===== config.mk =====
export PLATFORM = sky130hd
export DESIGN_NAME = lut_loader
export DESIGN_NICKNAME = d
export VERILOG_FILES = /design/src/rtl/lut_loader_pkg.sv /design/src/rtl/lut_table.sv /design/src/rtl/lut_loader.sv
export SDC_FILE = /design/constraint.sdc
export NUM_CORES = 1
export LEC_CHECK = 0
export CAP_MARGIN = 20
export CORE_MARGIN = 2
export CORE_UTILIZATION = 40
export CTS_CLUSTER_SIZE = 12
export DETAILED_ROUTE_END_ITERATION = 8
export SYNTH_ARGS = -nofsm -noshare
export SYNTH_HDL_FRONTEND = slang
export SYNTH_SLANG_ARGS = --single-unit

===== constraint.sdc =====
create_clock -name Clk -period 3.3 [get_ports Clk]
set_input_delay 0.99 -clock Clk [delete_from_list [all_inputs] [get_ports Clk]]
set_output_delay 0.99 -clock Clk [all_outputs]
set_load 0.02 [all_outputs]

===== src/rtl/lut_loader_pkg.sv =====
// Shared types and constants for the programmable offset-LUT loader.
package lut_loader_pkg;

  // Loader FSM states; encoding is exported on the debug state port.
  typedef enum logic [2:0] {
    ST_IDLE    = 3'd0,
    ST_LOAD_LO = 3'd1,
    ST_LOAD_HI = 3'd2,
    ST_CHECK   = 3'd3,
    ST_COMMIT  = 3'd4,
    ST_ERR     = 3'd5
  } state_t;

  // A full load: two bytes per entry for 16 entries, then one checksum byte.
  localparam int STREAM_BYTES = 33;

  // High-byte bits that carry no entry data and must arrive as zero.
  localparam logic [7:0] RSVD_MASK = 8'hFC;

endpackage


===== src/rtl/lut_table.sv =====
// Dual-bank LUT storage: a shadow bank filled one entry at a time and an
// active bank that copies the whole shadow bank on a single commit edge.
// The active bank is read combinationally and is never blocked by writes.
module lut_table #(
  parameter int ENTRIES = 16,
  parameter int IDX_W   = 4,
  parameter int DATA_W  = 10
) (
  input  logic              clk,
  input  logic              rst_n,
  input  logic              i_wr_en,
  input  logic [IDX_W-1:0]  i_wr_idx,
  input  logic [DATA_W-1:0] i_wr_data,
  input  logic              i_commit,
  input  logic [IDX_W-1:0]  i_rd_idx,
  output logic [DATA_W-1:0] o_rd_data
);

  logic [DATA_W-1:0] r_shadow [ENTRIES];
  logic [DATA_W-1:0] r_active [ENTRIES];

  // Shadow bank: one entry written per accepted high byte.
  always_ff @(posedge clk or negedge rst_n) begin
    if (!rst_n) begin
      for (int i = 0; i < ENTRIES; i++) r_shadow[i] <= '0;
    end else if (i_wr_en) begin
      r_shadow[i_wr_idx] <= i_wr_data;
    end
  end

  // Active bank: all entries replaced together so readers never see a mix.
  always_ff @(posedge clk or negedge rst_n) begin
    if (!rst_n) begin
      for (int i = 0; i < ENTRIES; i++) r_active[i] <= '0;
    end else if (i_commit) begin
      for (int i = 0; i < ENTRIES; i++) r_active[i] <= r_shadow[i];
    end
  end

  // Processor read port, same timing as the fixed LUT it replaces.
  always_comb begin
    o_rd_data = r_active[i_rd_idx];
  end

endmodule


===== src/rtl/lut_loader.sv =====
// Byte-stream loader for the 16 x 10-bit offset LUT.
// Handshake: a byte is consumed on a rising edge where InValid && InReady;
// InValid may drop at any time without effect, and InReady depends only on
// the FSM state (high in LOAD_LO, LOAD_HI and CHECK), never on InValid.
// Stream: per entry low byte then high byte ({6'b0, entry[9:8]}), followed
// by the XOR of all 32 data bytes. Any reserved bit or a checksum mismatch
// rejects the load and leaves the active table as it was.
module lut_loader
  import lut_loader_pkg::*;
#(
  parameter int ENTRIES = 16,
  parameter int IDX_W   = 4,
  parameter int DATA_W  = 10
) (
  input  logic              Clk,
  input  logic              Reset_n,
  input  logic              Start,
  input  logic [7:0]        InByte,
  input  logic              InValid,
  output logic              InReady,
  input  logic [IDX_W-1:0]  Index,
  output logic [DATA_W-1:0] Out,
  output logic              Busy,
  output logic              Done,
  output logic              Err,
  output logic [2:0]        o_dbg_state
);

  state_t            r_state;
  state_t            w_next;
  logic [IDX_W-1:0]  r_cnt;
  logic [7:0]        r_csum;
  logic [7:0]        r_lo;
  logic              r_rsvd;
  logic              w_ready;
  logic              w_xfer;
  logic              w_last;
  logic              w_start_ok;
  logic              w_wr_en;
  logic              w_commit;
  logic [DATA_W-1:0] w_wr_data;

  assign w_ready    = (r_state == ST_LOAD_LO) || (r_state == ST_LOAD_HI) ||
                      (r_state == ST_CHECK);
  assign w_xfer     = InValid && w_ready;
  assign w_last     = (r_cnt == IDX_W'(ENTRIES - 1));
  assign w_start_ok = Start && ((r_state == ST_IDLE) || (r_state == ST_ERR));
  assign w_wr_en    = w_xfer && (r_state == ST_LOAD_HI);
  assign w_wr_data  = {InByte[1:0], r_lo};
  assign w_commit   = (r_state == ST_COMMIT);

  // State register.
  always_ff @(posedge Clk or negedge Reset_n) begin
    if (!Reset_n) r_state <= ST_IDLE;
    else          r_state <= w_next;
  end

  // Next-state logic; Start is only looked at when not busy.
  always_comb begin
    w_next = r_state;
    case (r_state)
      ST_IDLE, ST_ERR: if (w_start_ok) w_next = ST_LOAD_LO;
      ST_LOAD_LO:      if (w_xfer) w_next = ST_LOAD_HI;
      ST_LOAD_HI:      if (w_xfer) w_next = w_last ? ST_CHECK : ST_LOAD_LO;
      ST_CHECK: begin
        if (w_xfer) begin
          w_next = ((r_csum == InByte) && !r_rsvd) ? ST_COMMIT : ST_ERR;
        end
      end
      ST_COMMIT:       w_next = ST_IDLE;
      default:         w_next = ST_IDLE;
    endcase
  end

  // Outputs decoded from the current state only.
  always_comb begin
    InReady     = w_ready;
    Busy        = w_ready || (r_state == ST_COMMIT);
    Done        = (r_state == ST_COMMIT);
    Err         = (r_state == ST_ERR);
    o_dbg_state = r_state;
  end

  // Load bookkeeping: entry counter, running checksum, low-byte hold and
  // reserved-bit flag. The counter stops at the last entry, never wraps.
  always_ff @(posedge Clk or negedge Reset_n) begin
    if (!Reset_n) begin
      r_cnt  <= '0;
      r_csum <= '0;
      r_lo   <= '0;
      r_rsvd <= 1'b0;
    end else if (w_start_ok) begin
      r_cnt  <= '0;
      r_csum <= '0;
      r_rsvd <= 1'b0;
    end else if (w_xfer && (r_state == ST_LOAD_LO)) begin
      r_lo   <= InByte;
      r_csum <= r_csum ^ InByte;
    end else if (w_wr_en) begin
      r_csum <= r_csum ^ InByte;
      if ((InByte & RSVD_MASK) != 8'h00) r_rsvd <= 1'b1;
      if (!w_last) r_cnt <= r_cnt + 1'b1;
    end
  end

  lut_table #(
    .ENTRIES (ENTRIES),
    .IDX_W   (IDX_W),
    .DATA_W  (DATA_W)
  ) u_table (
    .clk       (Clk),
    .rst_n     (Reset_n),
    .i_wr_en   (w_wr_en),
    .i_wr_idx  (r_cnt),
    .i_wr_data (w_wr_data),
    .i_commit  (w_commit),
    .i_rd_idx  (Index),
    .o_rd_data (Out)
  );

endmodule


==> results.yml, run 1 <==
global_routing:
  antenna_found_initial: 0
  grt_pass1_wl_um: 50400
  overflow: 0
  grt_pass1_vias: 8272
  track_usage_pct: 17.2
  grt_max_degree: 121
synthesis:
  yosys_warnings: 0
  yosys_register_bits: 344
  seq_area_frac_synth_pct: 60.1
  synth_area_mm2: 0.0143
  syn_nets: 924
  synth_edf_count: 0
  syn_inst: 904
  synth_ff_type: "dfrtp_1"
  postSynthAreaPerCell_um2: 15.9
  async_flop_share_pct: 100
  synth_cell_types: 34
outcome:
  status: "finished, final reports clean"
worst_setup_path:
  reg2reg_to: "u_table.r_active[27]$_DFFE_PN0P_"
  crit_path_start_kind: "input port"
  critPathMaxFanout: 8
  cp.required_ns: 2.31
  cp-startpoint: "Index[0]"
  crit_path_end_kind: "output pin"
  worstRegToRegCells: 5
  cp.arrival_ns: 2.29
  worstSetupPathType: "in2out"
  reg2reg_setup_slack_ns: 0.61
  r2r_start: "o_dbg_state[0]$_DFFE_PN0P_"
placed_design:
  routabilityCongestion: 0.758
  numPortBuffers: 32
  dp_hpwl_um: 19500
  post_dp_cell_area_mm2: 0.0155
  preCtsSetupSlack_ns: -0.614
clock_tree:
  ctsRootBufferMaster: "clkbuf_16"
  insertion_delay_ns: 0.51
  numCtsBuffers: 38
  postCtsHoldBufs: 0
  cts_htree_levels: 2
  cts_tree: "done"
  path_clk_slew_ns: 0.05
  cts_sinks: 344
  cts_buffer_depth: 3
die:
  die-area_mm2: 0.0374
  core-area_mm2: 0.0354
  die_y_um: 193
  die_w_um: 193
  row_count: 69
  initial_utilization_pct: 40.5
  io_pins: 33
timing:
  final_max_slew_viol_count: 0
  max-slew-margin-rel_pct: 49.0
  tightest_slew_ns: 0.765
  hold_ws_ns: 0.434
  fin_crit_sh_pct: 99.5
  period_minus_slack_ns: 3.28
  setup_viol_count_final: 0
  setup_slack_ns: 0.0177
  clock_skew_ns: 0.0169
  rsz0062_at_grt: "true"
  hold_viol_final: 0
  fmax_ghz: 0.305
routing:
  wl_um: 30900
  routed_via_density: 5.27
  first_pass_iters: 4
  postRouteAntennaNets: 0
  vias: 7721
  first_iter_violations: 329
  drc: 0
  wl_per_cell_um: 21.1
final_layout:
  fill_cells: 3120
  diodes: 0
  fin_area_mm2: 0.0169
  syn2layout_area_growth_pct: 17.9
  final-seq-area_mm2: 0.00861
  fin_nets: 1000
  multi_input_area_mm2: 0.00559
  layout-drive-gt1-share_pct: 51.5
run:
  cap_violations: 0
min_path:
  hold_path_class: "in2async"
power_and_ir_drop:
  p_per_area_mw_per_mm2: 638
  power_leakage_nw: 8.22
  ir_worst_vdd_mv: 0.525
registers in the layout (all words and copies together), names as in the netlist:
name,cells
u_table.r_active,160
u_table.r_shadow,160
r_csum,8
r_lo,8
r_cnt,4
o_dbg_state,3
r_rsvd,1
synth_stat cells (2+ instances only):
cell type / instances / area, µm²
a21oi_1: 6 / 30.0
a22oi_1: 20 / 150
and2_1: 2 / 12.5
and3_1: 5 / 31.3
and3b_1: 2 / 17.5
buf_1: 3 / 11.3
buf_2: 26 / 130
clkbuf_1: 24 / 90.1
dfrtp_1: 344 / 8610
ha_1: 4 / 50.1
inv_1: 2 / 7.51
mux2_1: 8 / 90.1
mux2_2: 320 / 3600
mux2i_1: 2 / 20.0
mux4_2: 40 / 901
nand2_1: 20 / 75.1
nand2_2: 4 / 25.0
nand3_1: 13 / 65.1
nand3b_1: 2 / 15.0
nor2_1: 17 / 63.8
nor2b_1: 5 / 31.3
nor3b_1: 2 / 15.0
nor4_1: 2 / 12.5
o21ai_0: 2 / 10.0
xnor2_1: 9 / 78.8
xor2_1: 12 / 105
power by group:
group          internal, mW  switching [mW]
Combinational         0.814           0.768
Sequential             4.64           0.509
Clock                  2.44            1.61
Total                  7.90            2.89
critical path: stages:
cell and delay [ns]:
buf_16 0.14, buf_8 0.14, mux4_2 0.54, a22oi_2 0.22, nand2_2 0.11, buf_6 0.14
cells in the final DEF, fill, tap and decap left out, drive strengths merged, types with 4 or more instances in the layout:
cell type / netlist / final
mux2: 328 / 328
clkbuf: 24 / 59
a21oi: 6 / 6
buf: 29 / 70
xor2: 12 / 12
a22oi: 20 / 20
nor2b: 5 / 5
clkdlybuf4s50: 0 / 17
dfrtp: 344 / 344
nor2: 18 / 18
ha: 4 / 4
and3: 5 / 5
clkinv: 0 / 4
nand2: 24 / 24
nand3: 13 / 13
mux4: 40 / 40
xnor2: 9 / 9
timing repair:
| item | in CTS | in global routing |
|---|---|---|
| gates resized for setup | 72 | 14 |
| endpoints found under the hold margin | 0 | 0 |
| pin swaps | 11 | 6 |
| buffers inserted | 3 | 0 |
| setup endpoints to repair | 10 | 10 |
| gates cloned | 2 | 0 |
cells by family (layout without fill, tap and decap cells):
kind of cell | Yosys count | after routing | synth area share, %
mux | 370 | 370 | 32.2
flops | 344 | 344 | 60.1
simple gates | 81 | 81 | 3.06
buf+inv | 55 | 156 | 1.67
compound gates | 29 | 29 | 1.38
xor+xnor | 21 | 21 | 1.28
fa+ha+maj | 4 | 4 | 0.349
metrics by stage:
step           cells  power, mW  utilization, %  TNS, ns
3_5_place_dp    1396       6.81            43.8    -5.52
3_3_place_gp    1396       6.77            43.8    -5.50
4_1_cts         1466       10.9            47.6   -0.104
2_1_floorplan    904       6.10               -        0
6_report        1466       10.8            47.8        0
5_1_grt         1466       11.3            47.8   -0.193
area by class of cell:
| class | count | area share, % |
|---|---|---|
| Sequential cell | 344 | 50.9 |
| Multi-Input combinational cell | 505 | 33.1 |
| Clock buffer | 59 | 6.75 |
| Timing Repair Buffer | 89 | 5.45 |
| Tap cell | 461 | 3.41 |
| Clock inverter | 6 | 0.348 |
| Inverter | 2 | 0.0444 |
metal layers:
metal,global-route usage (%),part of all wire [%],vias up
met2,26.3,46,105
met5,0,0,-
li1,-,-,3449
met4,4.78,2.1,0
met1,25.7,49,4125
met3,2.32,3.2,42
how the worst max path moves through the flow:
| stage | endpoint | slack (ns) | cells after the start |
|---|---|---|---|
| floorplan | Out[0] | 0.05 | 5 |
| global placement | Out[2] | -0.60 | 6 |
| detailed placement | Out[2] | -0.61 | 6 |
| CTS | Out[6] | -0.04 | 6 |
| global route | Out[9] | -0.04 | 6 |
| finish | Out[9] | 0.02 | 6 |
Note: power is estimated with default switching activity, not from simulation.
==> run 2: changes to the inputs <==
clock period = 3.08 ns   (was 3.3 ns; I/O delays follow)
==> results.yml, run 2 (synthesis results as in run 1) <==
placed_design:
  dp_hpwl_um: 18700
  numPortBuffers: 32
  dp_cells: 1403
  routabilityCongestion: 0.747
  post_dp_cell_area_mm2: 0.0157
  preCtsSetupSlack_ns: -0.761
global_routing:
  overflow: 0
  grt_pass1_wl_um: 49000
  antenna_found_initial: 0
  grt_max_degree: 109
  track_usage_pct: 16.6
  grt_pass1_vias: 8157
die:
  die_y_um: 193
  row_count: 69
  die_w_um: 193
  initial_utilization_pct: 40.5
  core-area_mm2: 0.0354
  die-area_mm2: 0.0374
  io_pins: 33
timing:
  fmax_ghz: 0.309
  setup_slack_ns: -0.155
  max-slew-margin-rel_pct: 46.5
  period_minus_slack_ns: 3.24
  hold_ws_ns: 0.351
  final_max_slew_viol_count: 0
  hold_viol_final: 0
  fin_crit_sh_pct: 105
  clock_skew_ns: 0.0220
  rsz0062_at_grt: "true"
  tightest_slew_ns: 0.802
  setup_viol_count_final: 10
routing:
  dr_wl_met3_um: 1190
  drc: 0
  first_iter_violations: 407
  vias: 7784
  postRouteAntennaNets: 0
  route.met2.wl_um: 13700
  m1WireLength_um: 14800
  routed.top_layer: "met4"
  routed_via_density: 5.27
  wl_per_cell_um: 20.5
  first_pass_iters: 4
  wl_um: 30300
final_layout:
  fin_nets: 1013
  fin_util_pct: 48.5
  reg_top3: "u_table.r_active: 160 flops, u_table.r_shadow: 160 flops"
  fin_area_mm2: 0.0172
  layout_commonest_cell: "dfrtp_1"
  diodes: 0
  syn2layout_area_growth_pct: 19.8
  stdcell_count: 1477
  layout_common_cells: "343 x dfrtp_1, 320 x mux2_2, 44 x buf_4"
  layout-drive-gt1-share_pct: 52.4
power_and_ir_drop:
  power_leakage_nw: 8.33
  p_per_area_mw_per_mm2: 684
  ir_worst_vdd_mv: 0.506
worst_setup_path:
  critPathMaxFanout: 7
  cp.required_ns: 2.16
  cpMaxStageDelayCell: "mux4_2"
  cp.arrival_ns: 2.31
  crit_chain: "buf_12, buf_12, buf_4, buf_4, mux4_2, a22oi_2, nand2_1, buf_6"
  crit_path_start_kind: "input port"
  crit_path_end_kind: "output pin"
  max_stage_delay_ns: 0.42
  worstSetupPathType: "in2out"
  crit_family: "buffers and inverters"
  crit_buf_inv: 5
  reg2reg_setup_slack_ns: 0.97
clock_tree:
  cts_tree: "done"
  cts_htree_levels: 2
  cts_buffer_depth: 3
  postCtsHoldBufs: 0
  ctsRootBufferMaster: "clkbuf_16"
  numCtsBuffers: 38
  insertion_delay_ns: 0.53
  cts_sinks: 344
  path_clk_slew_ns: 0.05
min_path:
  hold_path_class: "in2async"
run:
  cap_violations: 0
outcome:
  status: "finished, violations left"
  failed_checks: "setup timing"
[run 2: changes by cell type in the layout (fill, tap and decap cells not counted), moves of 2 or more]
cell / previous run / this run
buf_16: 3 / 0
clkbuf_8: 9 / 5
buf_2: 6 / 1
clkinv_8: 0 / 2
bufinv_16: 1 / 4
buf_12: 10 / 20
buf_6: 6 / 16
[run 2: area by class of cell]
| type | instances | area, µm² |
|---|---|---|
| clock buffers | 54 | 1080 |
| clock inverters | 9 | 168 |
| fillers | 3097 | 18200 |
| inverters | 2 | 7.51 |
| multi-input cells | 505 | 5600 |
| flip-flops and latches | 344 | 8610 |
| well taps | 461 | 577 |
| repair buffers | 102 | 1130 |
[run 2: report_power, final]
group,internal (mW),switching (mW),leakage (nW)
registers,4.97,0.548,4.73
clock network,2.78,1.75,0.610
logic,0.890,0.809,2.99
total,8.64,3.11,8.33
[run 2: worst register-to-register path, stage by stage (launching register included)]
cell and delay, ns:
dfrtp_1 0.37, nor2_1 0.27, and2_4 0.29, buf_12 0.39
mux2_2 0.67
[run 2: stage by stage]
step                setup TNS (ns)  total power, mW
detailed placement           -7.04             7.28
floorplan                        0             6.53
finish                       -1.09             11.8
global placement             -7.14             7.23
global route                 -1.53             12.3
CTS                          -1.34             11.9
[run 2: worst paths after layout]
path,startpoint,end,cells after the start
worst max-delay path,Index[0],Out[7],8
worst min-delay path,Reset_n,u_table.r_active[123]$_DFFE_PN0P_,1
worst max register to register,o_dbg_state[0]$_DFFE_PN0P_,u_table.r_active[67]$_DFFE_PN0P_,4
worst min register to register,u_table.r_shadow[76]$_DFFE_PN0P_,u_table.r_active[76]$_DFFE_PN0P_,1
max in group asynchronous,Reset_n,u_table.r_shadow[28]$_DFFE_PN0P_,2
min in group Clk,u_table.r_shadow[76]$_DFFE_PN0P_,u_table.r_active[76]$_DFFE_PN0P_,1
[run 2: what timing repair did]
item,CTS,global route
gates cloned,1,0
setup endpoints to repair,10,11
gates resized for setup,94,10
pin swaps,16,3
setup buffers,10,4
[run 2: per-layer routing]
| layer | GRT usage [%] | up-vias |
|---|---|---|
| met4 | 3.59 | 0 |
| li1 | - | 3461 |
| met3 | 3.00 | 37 |
| met2 | 25.2 | 107 |
| met1 | 25.1 | 4179 |
| met5 | 0 | - |
==> run 3: changes to the inputs <==
CORE_UTILIZATION = 55   (was 40)
PLACE_DENSITY = 0.72   (was unset)
==> results.yml, run 3 (synthesis results as in run 1) <==
clock_tree:
  ctsRootBufferMaster: "clkbuf_16"
  cts_sinks: 344
  cts_tree: "done"
  numCtsBuffers: 37
  insertion_delay_ns: 0.50
  path_clk_slew_ns: 0.05
  cts_buffer_depth: 3
  cts_htree_levels: 2
die:
  die-area_mm2: 0.0274
  initial_utilization_pct: 55.5
  die_y_um: 165
  core-area_mm2: 0.0258
  io_pins: 33
  row_count: 59
  die_w_um: 165
routing:
  first_iter_violations: 515
  m1WireLength_um: 13600
  first_pass_iters: 4
  routed.top_layer: "met4"
  route.met2.wl_um: 14100
  routed_via_density: 5.84
  drc: 0
  postRouteAntennaNets: 0
  vias: 7806
  wl_per_cell_um: 22.0
  wl_um: 29400
  dr_wl_met3_um: 1340
placed_design:
  post_dp_cell_area_mm2: 0.0154
  routabilityCongestion: 0.782
  numPortBuffers: 32
  preCtsSetupSlack_ns: -0.701
  dp_cells: 1274
  dp_hpwl_um: 17900
timing:
  setup_viol_count_final: 10
  max-slew-margin-rel_pct: 35.8
  hold_ws_ns: 0.326
  final_max_slew_viol_count: 0
  setup_slack_ns: -0.0977
  clock_skew_ns: 0.0103
  fmax_ghz: 0.315
  fin_crit_sh_pct: 103
  rsz0062_at_grt: "true"
  tightest_slew_ns: 0.964
  hold_viol_final: 0
  period_minus_slack_ns: 3.18
final_layout:
  stdcell_count: 1337
  fin_area_mm2: 0.0168
  fin_util_pct: 65.0
  layout-drive-gt1-share_pct: 51.2
  reg_top3: "u_table.r_active: 160 flops, u_table.r_shadow: 160 flops"
  syn2layout_area_growth_pct: 17.2
  fin_nets: 1002
  layout_common_cells: "344 x dfrtp_1, 320 x mux2_2, 40 x mux4_2"
  diodes: 0
  layout_commonest_cell: "dfrtp_1"
worst_setup_path:
  crit_path_end_kind: "output pin"
  critPathMaxFanout: 7
  worstSetupPathType: "in2out"
  cp.required_ns: 2.16
  worstRegToRegCells: 4
  crit_chain: "buf_12, buf_12, buf_6, mux4_2, a22oi_2, nand2_1, buf_6"
  cp.arrival_ns: 2.25
  max_stage_delay_ns: 0.49
  crit_path_start_kind: "input port"
  cpMaxStageDelayCell: "mux4_2"
power_and_ir_drop:
  p_per_area_mw_per_mm2: 677
  ir_worst_vdd_mv: 0.610
  power_leakage_nw: 8.25
global_routing:
  grt_max_degree: 161
  grt_pass1_wl_um: 46900
  track_usage_pct: 22.8
  grt_pass1_vias: 8112
  antenna_found_initial: 0
  overflow: 0
run:
  cap_violations: 0
outcome:
  failed_checks: "setup timing"
  status: "finished, violations left"
min_path:
  hold_path_class: "in2async"
## run 3: changes by cell type in the layout (fill, tap and decap cells not counted), moves of 2 or more
cell / before / now
buf_4: 44 / 39
nand2_1: 15 / 18
bufinv_16: 4 / 1
clkbuf_8: 5 / 9
clkinv_8: 2 / 0
buf_6: 16 / 12
nand2_2: 9 / 6
buf_12: 20 / 17
## run 3: final cells by class
class                           count  area (µm²)
Clock buffer                       55        1080
Clock inverter                      4        45.0
Fill cell                        1867        9040
Inverter                            2        7.51
Multi-Input combinational cell    505        5580
Sequential cell                   344        8610
Tap cell                          335         419
Timing Repair Buffer               92        1050
## run 3: power breakdown
group / total [mW] / internal (mW) / switching (mW) / leakage (nW)
Clock: 4.15 / 2.49 / 1.66 / 0.557
Sequential: 5.53 / 4.97 / 0.555 / 4.73
Combinational: 1.69 / 0.882 / 0.807 / 2.96
Total: 11.4 / 8.35 / 3.02 / 8.25
## run 3: worst paths after layout
kind	start	slack, ns	to
min	Reset_n	0.33	u_table.r_shadow[4]$_DFFE_PN0P_
min reg2reg	u_table.r_shadow[123]$_DFFE_PN0P_	0.49	u_table.r_shadow[123]$_DFFE_PN0P_
min in group Clk	u_table.r_shadow[123]$_DFFE_PN0P_	0.49	u_table.r_shadow[123]$_DFFE_PN0P_
max	Index[0]	-0.1	Out[9]
max reg2reg	o_dbg_state[0]$_DFFE_PN0P_	0.92	u_table.r_active[52]$_DFFE_PN0P_
max in group asynchronous	Reset_n	1.91	u_table.r_shadow[131]$_DFFE_PN0P_
## run 3: metal layers
| layer | track usage [%] | vias to the layer above |
|---|---|---|
| met5 | 0 | - |
| met4 | 4.78 | 0 |
| met3 | 3.37 | 33 |
| met2 | 35.3 | 155 |
| met1 | 34.9 | 4190 |
| li1 | - | 3428 |
## run 3: critical path: cells and delay by family
family | cells | cell delay, ns
muxes | 1 | 0.49
buffers and inverters | 4 | 0.49
AOI/OAI and AO/OA | 1 | 0.24
and+or+nand+nor | 1 | 0.11
## run 3: per-stage QoR
step / TNS [ns] / total power [mW]
floorplan: 0 / 6.53
global placement: -5.96 / 7.22
detailed placement: -6.04 / 7.28
CTS: -0.613 / 11.5
global route: -1.02 / 11.9
finish: -0.608 / 11.4
## run 3: repair_timing
item,in CTS,in global routing
setup buffers,1,2
hold buffers,0,0
endpoints found under the setup margin,10,11
pin swaps,16,6
resized for setup,84,11
gates cloned,1,1
